$ cat config.mk
export PLATFORM = sky130hd
export DESIGN_NAME = mod_n_updown_counter_flat
export DESIGN_NICKNAME = d
export VERILOG_FILES = /design/src/rtl/mod_n_updown_counter_pkg.sv /design/src/rtl/mod_n_updown_counter_if.sv /design/src/rtl/mod_n_updown_counter.sv /design/src/flat_wrapper.sv
export SDC_FILE = /design/constraint.sdc
export NUM_CORES = 1
export LEC_CHECK = 0
export ABC_AREA = 1
export BUFFER_PORTS_ARGS = -buffer_cell sky130_fd_sc_hd__buf_2
export CAP_MARGIN = 10
export CORE_AREA = 2 2 39 41
export CTS_BUF_LIST = sky130_fd_sc_hd__clkbuf_8
export DETAILED_ROUTE_END_ITERATION = 10
export DIE_AREA = 0 0 41 43
export PLACE_DENSITY = 0.71
export SYNTH_ARGS = -nofsm -noshare
export SYNTH_HDL_FRONTEND = slang
export SYNTH_SLANG_ARGS = --single-unit
$ cat constraint.sdc
create_clock -name clk -period 1.9 [get_ports clk]
set_input_delay 0.38 -clock clk [delete_from_list [all_inputs] [get_ports clk]]
set_output_delay 0.38 -clock clk [all_outputs]
set_load 0.02 [all_outputs]
$ cat src/rtl/mod_n_updown_counter_pkg.sv
// Shared constants and types for the mod-N up/down counter and the timer
// digit chains built from it.
package mod_n_updown_counter_pkg;

  localparam logic DIR_UP    = 1'b1;
  localparam logic DIR_DOWN  = 1'b0;
  localparam logic MODE_WRAP = 1'b0;
  localparam logic MODE_SAT  = 1'b1;

  // What the counter does on the coming edge, reset aside.
  typedef enum logic [2:0] {
    ACT_HOLD,
    ACT_LOAD,
    ACT_INC,
    ACT_DEC,
    ACT_WRAP_LO,
    ACT_WRAP_HI,
    ACT_SAT
  } act_e;

endpackage

$ cat src/rtl/mod_n_updown_counter_if.sv
// Control/status bundle for one counter digit; the counter is the slave,
// whoever drives its controls is the master.
interface mod_n_updown_counter_if #(
  parameter int WIDTH = 4
);
  logic             en;
  logic             up_dn;
  logic             sat_mode;
  logic             load;
  logic [WIDTH-1:0] load_val;
  logic [WIDTH-1:0] count;
  logic             tc;
  logic             wrap_pulse;

  modport master (
    output en, up_dn, sat_mode, load, load_val,
    input  count, tc, wrap_pulse
  );

  modport slave (
    input  en, up_dn, sat_mode, load, load_val,
    output count, tc, wrap_pulse
  );
endinterface

$ cat src/rtl/mod_n_updown_counter.sv
// Mod-N up/down counter with clamped load, wrap/saturate modes, a
// combinational cascade carry (tc) and a registered wrap pulse.
module mod_n_updown_counter
  import mod_n_updown_counter_pkg::*;
#(
  parameter int WIDTH     = 4,
  parameter int MODULUS   = 10,
  parameter int RESET_VAL = 0
) (
  input  logic                  clk,
  input  logic                  rst_n,
  mod_n_updown_counter_if.slave bus
);

  generate
    if (MODULUS < 2 || MODULUS > 2**WIDTH || RESET_VAL < 0 || RESET_VAL >= MODULUS) begin : g_bad_params
      $error("mod_n_updown_counter: illegal WIDTH/MODULUS/RESET_VAL combination");
    end
  endgenerate

  localparam logic [WIDTH-1:0] MAX_CNT = WIDTH'(MODULUS - 1);
  localparam logic [WIDTH-1:0] RST_CNT = WIDTH'(RESET_VAL);
  // One extra bit so MODULUS == 2**WIDTH still compares correctly.
  localparam logic [WIDTH:0]   MOD_EXT = (WIDTH+1)'(MODULUS);

  logic [WIDTH-1:0] r_count;
  logic             r_wrap;
  logic [WIDTH-1:0] w_count_nxt;
  logic             w_wrap_nxt;
  logic [WIDTH-1:0] w_load_clamped;
  logic             w_at_max;
  logic             w_at_min;
  act_e             w_act;

  assign w_at_max       = (r_count == MAX_CNT);
  assign w_at_min       = (r_count == '0);
  assign w_load_clamped = ({1'b0, bus.load_val} < MOD_EXT) ? bus.load_val : MAX_CNT;

  always_comb begin
    w_act = ACT_HOLD;
    if (bus.load) begin
      w_act = ACT_LOAD;
    end else if (bus.en) begin
      if (bus.up_dn == DIR_UP) begin
        if (!w_at_max)                  w_act = ACT_INC;
        else if (bus.sat_mode == MODE_SAT) w_act = ACT_SAT;
        else                            w_act = ACT_WRAP_LO;
      end else begin
        if (!w_at_min)                  w_act = ACT_DEC;
        else if (bus.sat_mode == MODE_SAT) w_act = ACT_SAT;
        else                            w_act = ACT_WRAP_HI;
      end
    end
  end

  always_comb begin
    w_count_nxt = r_count;
    w_wrap_nxt  = 1'b0;
    case (w_act)
      ACT_LOAD:    w_count_nxt = w_load_clamped;
      ACT_INC:     w_count_nxt = r_count + WIDTH'(1);
      ACT_DEC:     w_count_nxt = r_count - WIDTH'(1);
      ACT_WRAP_LO: begin
        w_count_nxt = '0;
        w_wrap_nxt  = 1'b1;
      end
      ACT_WRAP_HI: begin
        w_count_nxt = MAX_CNT;
        w_wrap_nxt  = 1'b1;
      end
      default:     w_count_nxt = r_count;
    endcase
  end

  always_ff @(posedge clk) begin
    if (!rst_n) begin
      r_count <= RST_CNT;
      r_wrap  <= 1'b0;
    end else begin
      r_count <= w_count_nxt;
      r_wrap  <= w_wrap_nxt;
    end
  end

  // Carry is independent of load so a downstream digit sees it in-cycle.
  assign bus.tc = bus.en & (bus.sat_mode == MODE_WRAP) &
                  ((bus.up_dn == DIR_UP) ? w_at_max : w_at_min);

  assign bus.count      = r_count;
  assign bus.wrap_pulse = r_wrap;

endmodule

$ cat src/flat_wrapper.sv
// flat-port wrapper written by rule: the top's interface ports become plain ports
module mod_n_updown_counter_flat import mod_n_updown_counter_pkg::*;
#(
  parameter int WIDTH     = 4,
  parameter int MODULUS   = 10,
  parameter int RESET_VAL = 0
)
  (clk, rst_n, bus_en, bus_up_dn, bus_sat_mode, bus_load, bus_load_val, bus_count, bus_tc, bus_wrap_pulse);
  mod_n_updown_counter_if #(.WIDTH(WIDTH)) bus_i ();
  input  logic clk;
  input  logic rst_n;
  input wire logic [$bits(bus_i.en)-1:0] bus_en;
  input wire logic [$bits(bus_i.up_dn)-1:0] bus_up_dn;
  input wire logic [$bits(bus_i.sat_mode)-1:0] bus_sat_mode;
  input wire logic [$bits(bus_i.load)-1:0] bus_load;
  input wire logic [$bits(bus_i.load_val)-1:0] bus_load_val;
  output wire logic [$bits(bus_i.count)-1:0] bus_count;
  output wire logic [$bits(bus_i.tc)-1:0] bus_tc;
  output wire logic [$bits(bus_i.wrap_pulse)-1:0] bus_wrap_pulse;
  assign bus_i.en = bus_en;
  assign bus_i.up_dn = bus_up_dn;
  assign bus_i.sat_mode = bus_sat_mode;
  assign bus_i.load = bus_load;
  assign bus_i.load_val = bus_load_val;
  assign bus_count = bus_i.count;
  assign bus_tc = bus_i.tc;
  assign bus_wrap_pulse = bus_i.wrap_pulse;
  mod_n_updown_counter #(.WIDTH(WIDTH), .MODULUS(MODULUS), .RESET_VAL(RESET_VAL)) u_core (.clk(clk), .rst_n(rst_n), .bus(bus_i));
endmodule
==> Implementation_results.wiki <==
{| class="wikitable"
! Metric !! Value
|-
| Crit-path slowest cell || sky130_fd_sc_hd__dfxtp_2
|-
| Number of cells traversed by the worst hold path || 3
|-
| Critical path class || register to register
|-
| Die Width || 41 um
|-
| Cell types with the largest area share after synthesis || sky130_fd_sc_hd__dfxtp_1 (20%), sky130_fd_sc_hd__nand3_1 (9.8%), sky130_fd_sc_hd__nand2_1 (9.6%), sky130_fd_sc_hd__nor2_1 (9.6%), sky130_fd_sc_hd__nand2_4 (6.6%)
|-
| Number of setup violations in the final report || 0
|-
| Final HPWL from detailed placement || 1050 um
|-
| Cells on worst reg2reg path || 17
|-
| # port buffers || 15
|-
| Biggest area consumer among synthesized cells || sky130_fd_sc_hd__dfxtp_1
|-
| Worst path max stage delay || 320 ps
|-
| CP most frequent cell || sky130_fd_sc_hd__nand2_1
|-
| Leakage power || 0.433 nW
|-
| Vertical die dimension || 43 um
|-
| Origin of the critical flop-to-flop path || u_core.bus.count[1]
|-
| Relative slew margins || 85.9%
|-
| Cell Count, Final, Fillers Out || 126
|-
| Root buffer cell || sky130_fd_sc_hd__clkbuf_8
|-
| Number of max-cap violations || 0
|-
| Critical path peak fanout || 3
|-
| Clock transition at the registers of the reported paths || 30 ps
|-
| Standard-cell rows || 14
|-
| Number of placed instances with taps included || 120
|-
| Routed metal-1 wire length || 539 um
|-
| Number of synthesized register bits || 5
|-
| Antenna diode count || 0
|-
| Unique masters post-synth || 22
|-
| Reg2Reg Capture Point || u_core.bus.count[3]
|-
| Post-Syn Area per Cell || 6.72 sq um
|-
| Sum of overflow across all layers after global routing || 0
|-
| Final sum of negative setup slack || 0 ps
|-
| IO Pins || 16
|-
| Starting utilization of the core area || 36.9%
|-
| Number of detailed-routing iterations run before antenna repair || 3
|-
| Worst-margin pin slew || 209 ps
|-
| Fin crit share || 99.9%
|-
| Relative area change from synthesis to final layout || 64.0%
|-
| Maximum number of pins on one net before global-route repair || 9
|-
| Worst Clk Skew || 1.93 ps
|-
| FILL cells || 140
|-
| Power after layout || 0.000579 W
|-
| Detail-routed net length per standard cell || 10.9 um
|-
| DR top layer || met4
|-
| Post-route antenna net violation count || 0
|-
| Total clock sinks || 5
|-
| Critical Path Source Type || register
|-
| Endpoint with the worst hold slack || u_core.bus.wrap_pulse
|-
| Proportion of synthesized chip area in sequential cells || 19.6%
|-
| Clock tree from TritonCTS || built
|-
| Number of synthesized flops with an enable pin || 0
|-
| Total DRC errors in the routed layout || 0
|-
| Max Transition Viols Final || 0
|-
| Aggregate global-route resource usage || 16.6%
|-
| Final worst path period need || 1900 ps
|-
| Routed length on met2 || 766 um
|-
| Worst Hold Launch || rst_n
|-
| Total CTS buffers || 3
|-
| Detail-routed via count per cell || 4.72
|-
| Portion of synthesized cell area occupied by the leading cell type || 19.6%
|-
| Share of layout cells above drive strength 1 || 56.4%
|-
| Synth Instances || 76
|-
| Leading register cell type out of synthesis || sky130_fd_sc_hd__dfxtp_1
|-
| Die Outline Area || 1760 sq um
|-
| Placer Congestion || 0.732
|-
| Data required time of the critical path || 2010 ps
|-
| Highest ir drop seen on vdd || 0.513 mV
|-
| Data arrival time of the worst path || 2010 ps
|-
| Outcome || finished clean
|-
| Worst reg2reg setup slack || 2 ps
|-
| Routed WL || 1370 um
|-
| Number of nets at the end of the flow || 124
|-
| Setup repair after global routing missed its margin || true
|-
| Source-to-sink clock delay at the later pin of the worst-skew pair || 220 ps
|-
| Cell Area, Synth || 510 sq um
|-
| Class of the most critical hold timing path || primary input to register
|-
| CTS HTree Levels || 1
|-
| Via count of the first global-routing pass || 532
|-
| Met3 routed WL || 37 um
|-
| Total power divided by cell area || 692 nW/um^2
|-
| Number of buffers on the longest clock path || 2
|-
| Min Hold Slack || 412 ps
|-
| Count of endpoints failing hold in the final timing report || 0
|-
| Fraction of registers with async set or reset after synthesis || 0%
|-
| Core Box Area || 1380 sq um
|-
| Fin util || 60.5%
|-
| Total via count in the routed design || 595
|-
| First-pass GRT wire length || 2010 um
|-
| Cells along the critical path || nor2_4, nand3_2, nand2_2, nand2_2, nand3_4, inv_4, ha_4, a21oi_4, nand2_1, nand2_1, nand2_2, inv_1, nand2_1, nand2_1, nand2_1, nor2_1, nor2_1
|-
| Max Fclk || 527 MHz
|-
| Total nets after synthesis || 89
|-
| Antenna violations before repair || 0
|-
| Violation count after the first detailed-routing iteration || 6
|-
| CP endpoint kind || register
|-
| Count of warnings emitted by yosys || 0
|-
| Top cells by instance count after synthesis || sky130_fd_sc_hd__nand2_1 (13), sky130_fd_sc_hd__nor2_1 (13), sky130_fd_sc_hd__nand3_1 (10), sky130_fd_sc_hd__inv_1 (7)
|}
## registers in the layout (all words and copies together) (netlist names)
name / count
u_core.bus.count: 4
u_core.bus.wrap_pulse: 1
## critical path, delay by kind of cell (launching register included)
kind | cells | cell delay (ps)
DFF | 1 | 320
buffers and inverters | 2 | 100
and+or+nand+nor | 13 | 990
AOI/OAI and AO/OA | 1 | 130
adders and majority gates | 1 | 230
## worst max-delay path by stage
stage / cells past startpoint / end / startpoint / slack [ps]
CTS: 17 / u_core.bus.count[3] / u_core.bus.count[0] / 2
global placement: 18 / u_core.bus.count[3] / bus_up_dn / -90
global route: 17 / u_core.bus.count[3] / u_core.bus.count[1] / -150
finish: 17 / u_core.bus.count[3] / u_core.bus.count[1] / 2
floorplan: 16 / u_core.bus.count[3] / u_core.bus.count[0] / 10
detailed placement: 18 / u_core.bus.count[3] / bus_en / -130
## per-stage QoR
| stage | setup slack (ps) | instance area (sq um) |
|---|---|---|
| after floorplan | 9.97 | 532 |
| after global placement | -85.3 | 724 |
| after detailed placement | -126 | 724 |
| after CTS | 2.17 | 774 |
| after global routing | -149 | 837 |
| final | 1.78 | 837 |
## area by class of cell
type	count	area, sq um	area share, %
multi-input cells	63	447	53.4
repair buffers	30	188	22.4
flip-flops and latches	5	105	12.6
clock buffers	3	41.3	4.93
inverters	8	32.5	3.89
well taps	16	20.0	2.39
clock inverters	1	3.75	0.448
## logic make-up after synthesis
logic type      synth area share [%]
compound gates                  9.56
xor+xnor                        1.72
fa+ha+maj                       8.82
buf+inv                         5.88
flops                           19.6
simple gates                    54.4
## placed cells by master (no fill, tap or decap)
master and instances:
sky130_fd_sc_hd__fa_1 1, sky130_fd_sc_hd__inv_1 7, sky130_fd_sc_hd__o21ai_1 1, sky130_fd_sc_hd__buf_2 15, sky130_fd_sc_hd__nand2_1 10, sky130_fd_sc_hd__nand2_2 6
sky130_fd_sc_hd__ha_4 1, sky130_fd_sc_hd__inv_2 1, sky130_fd_sc_hd__a21oi_4 1, sky130_fd_sc_hd__dfxtp_2 4, sky130_fd_sc_hd__a21oi_2 1, sky130_fd_sc_hd__nand3_4 1
sky130_fd_sc_hd__nand3_1 6, sky130_fd_sc_hd__dfxtp_1 1, sky130_fd_sc_hd__inv_4 1, sky130_fd_sc_hd__nor2_1 13, sky130_fd_sc_hd__or2_0 1, sky130_fd_sc_hd__xnor2_1 1
sky130_fd_sc_hd__ha_2 1, sky130_fd_sc_hd__nand3_2 4, sky130_fd_sc_hd__a21oi_1 1, sky130_fd_sc_hd__nor3b_2 1, sky130_fd_sc_hd__nand3b_1 1, sky130_fd_sc_hd__clkbuf_8 3
sky130_fd_sc_hd__nand2_4 3, sky130_fd_sc_hd__nor2_4 3, sky130_fd_sc_hd__o21ai_0 5, sky130_fd_sc_hd__buf_4 15, sky130_fd_sc_hd__nand4_2 1
## report_power, final
| group | switching (W) | leakage (nW) | internal [W] |
|---|---|---|---|
| combinational | 0.000139 | 0.364 | 0.000118 |
| clock | 0.0000528 | 0.0269 | 0.000138 |
| sequential | 0.0000124 | 0.0425 | 0.000119 |
| total | 0.000204 | 0.433 | 0.000375 |
## what timing repair did
item | CTS | global route
pin swaps | 0 | 10
cloned | 0 | 0
setup buffers | 0 | 2
hold buffers | 0 | 0
resized for setup | 2 | 11
setup endpoints to repair | 1 | 1
## per-layer routing
layer,vias to the layer above,GRT usage [%]
li1,314,-
met1,270,20.6
met2,9,26.3
met3,2,1.57
met4,0,10.0
met5,-,0
Power figures use the tool's default switching activity.
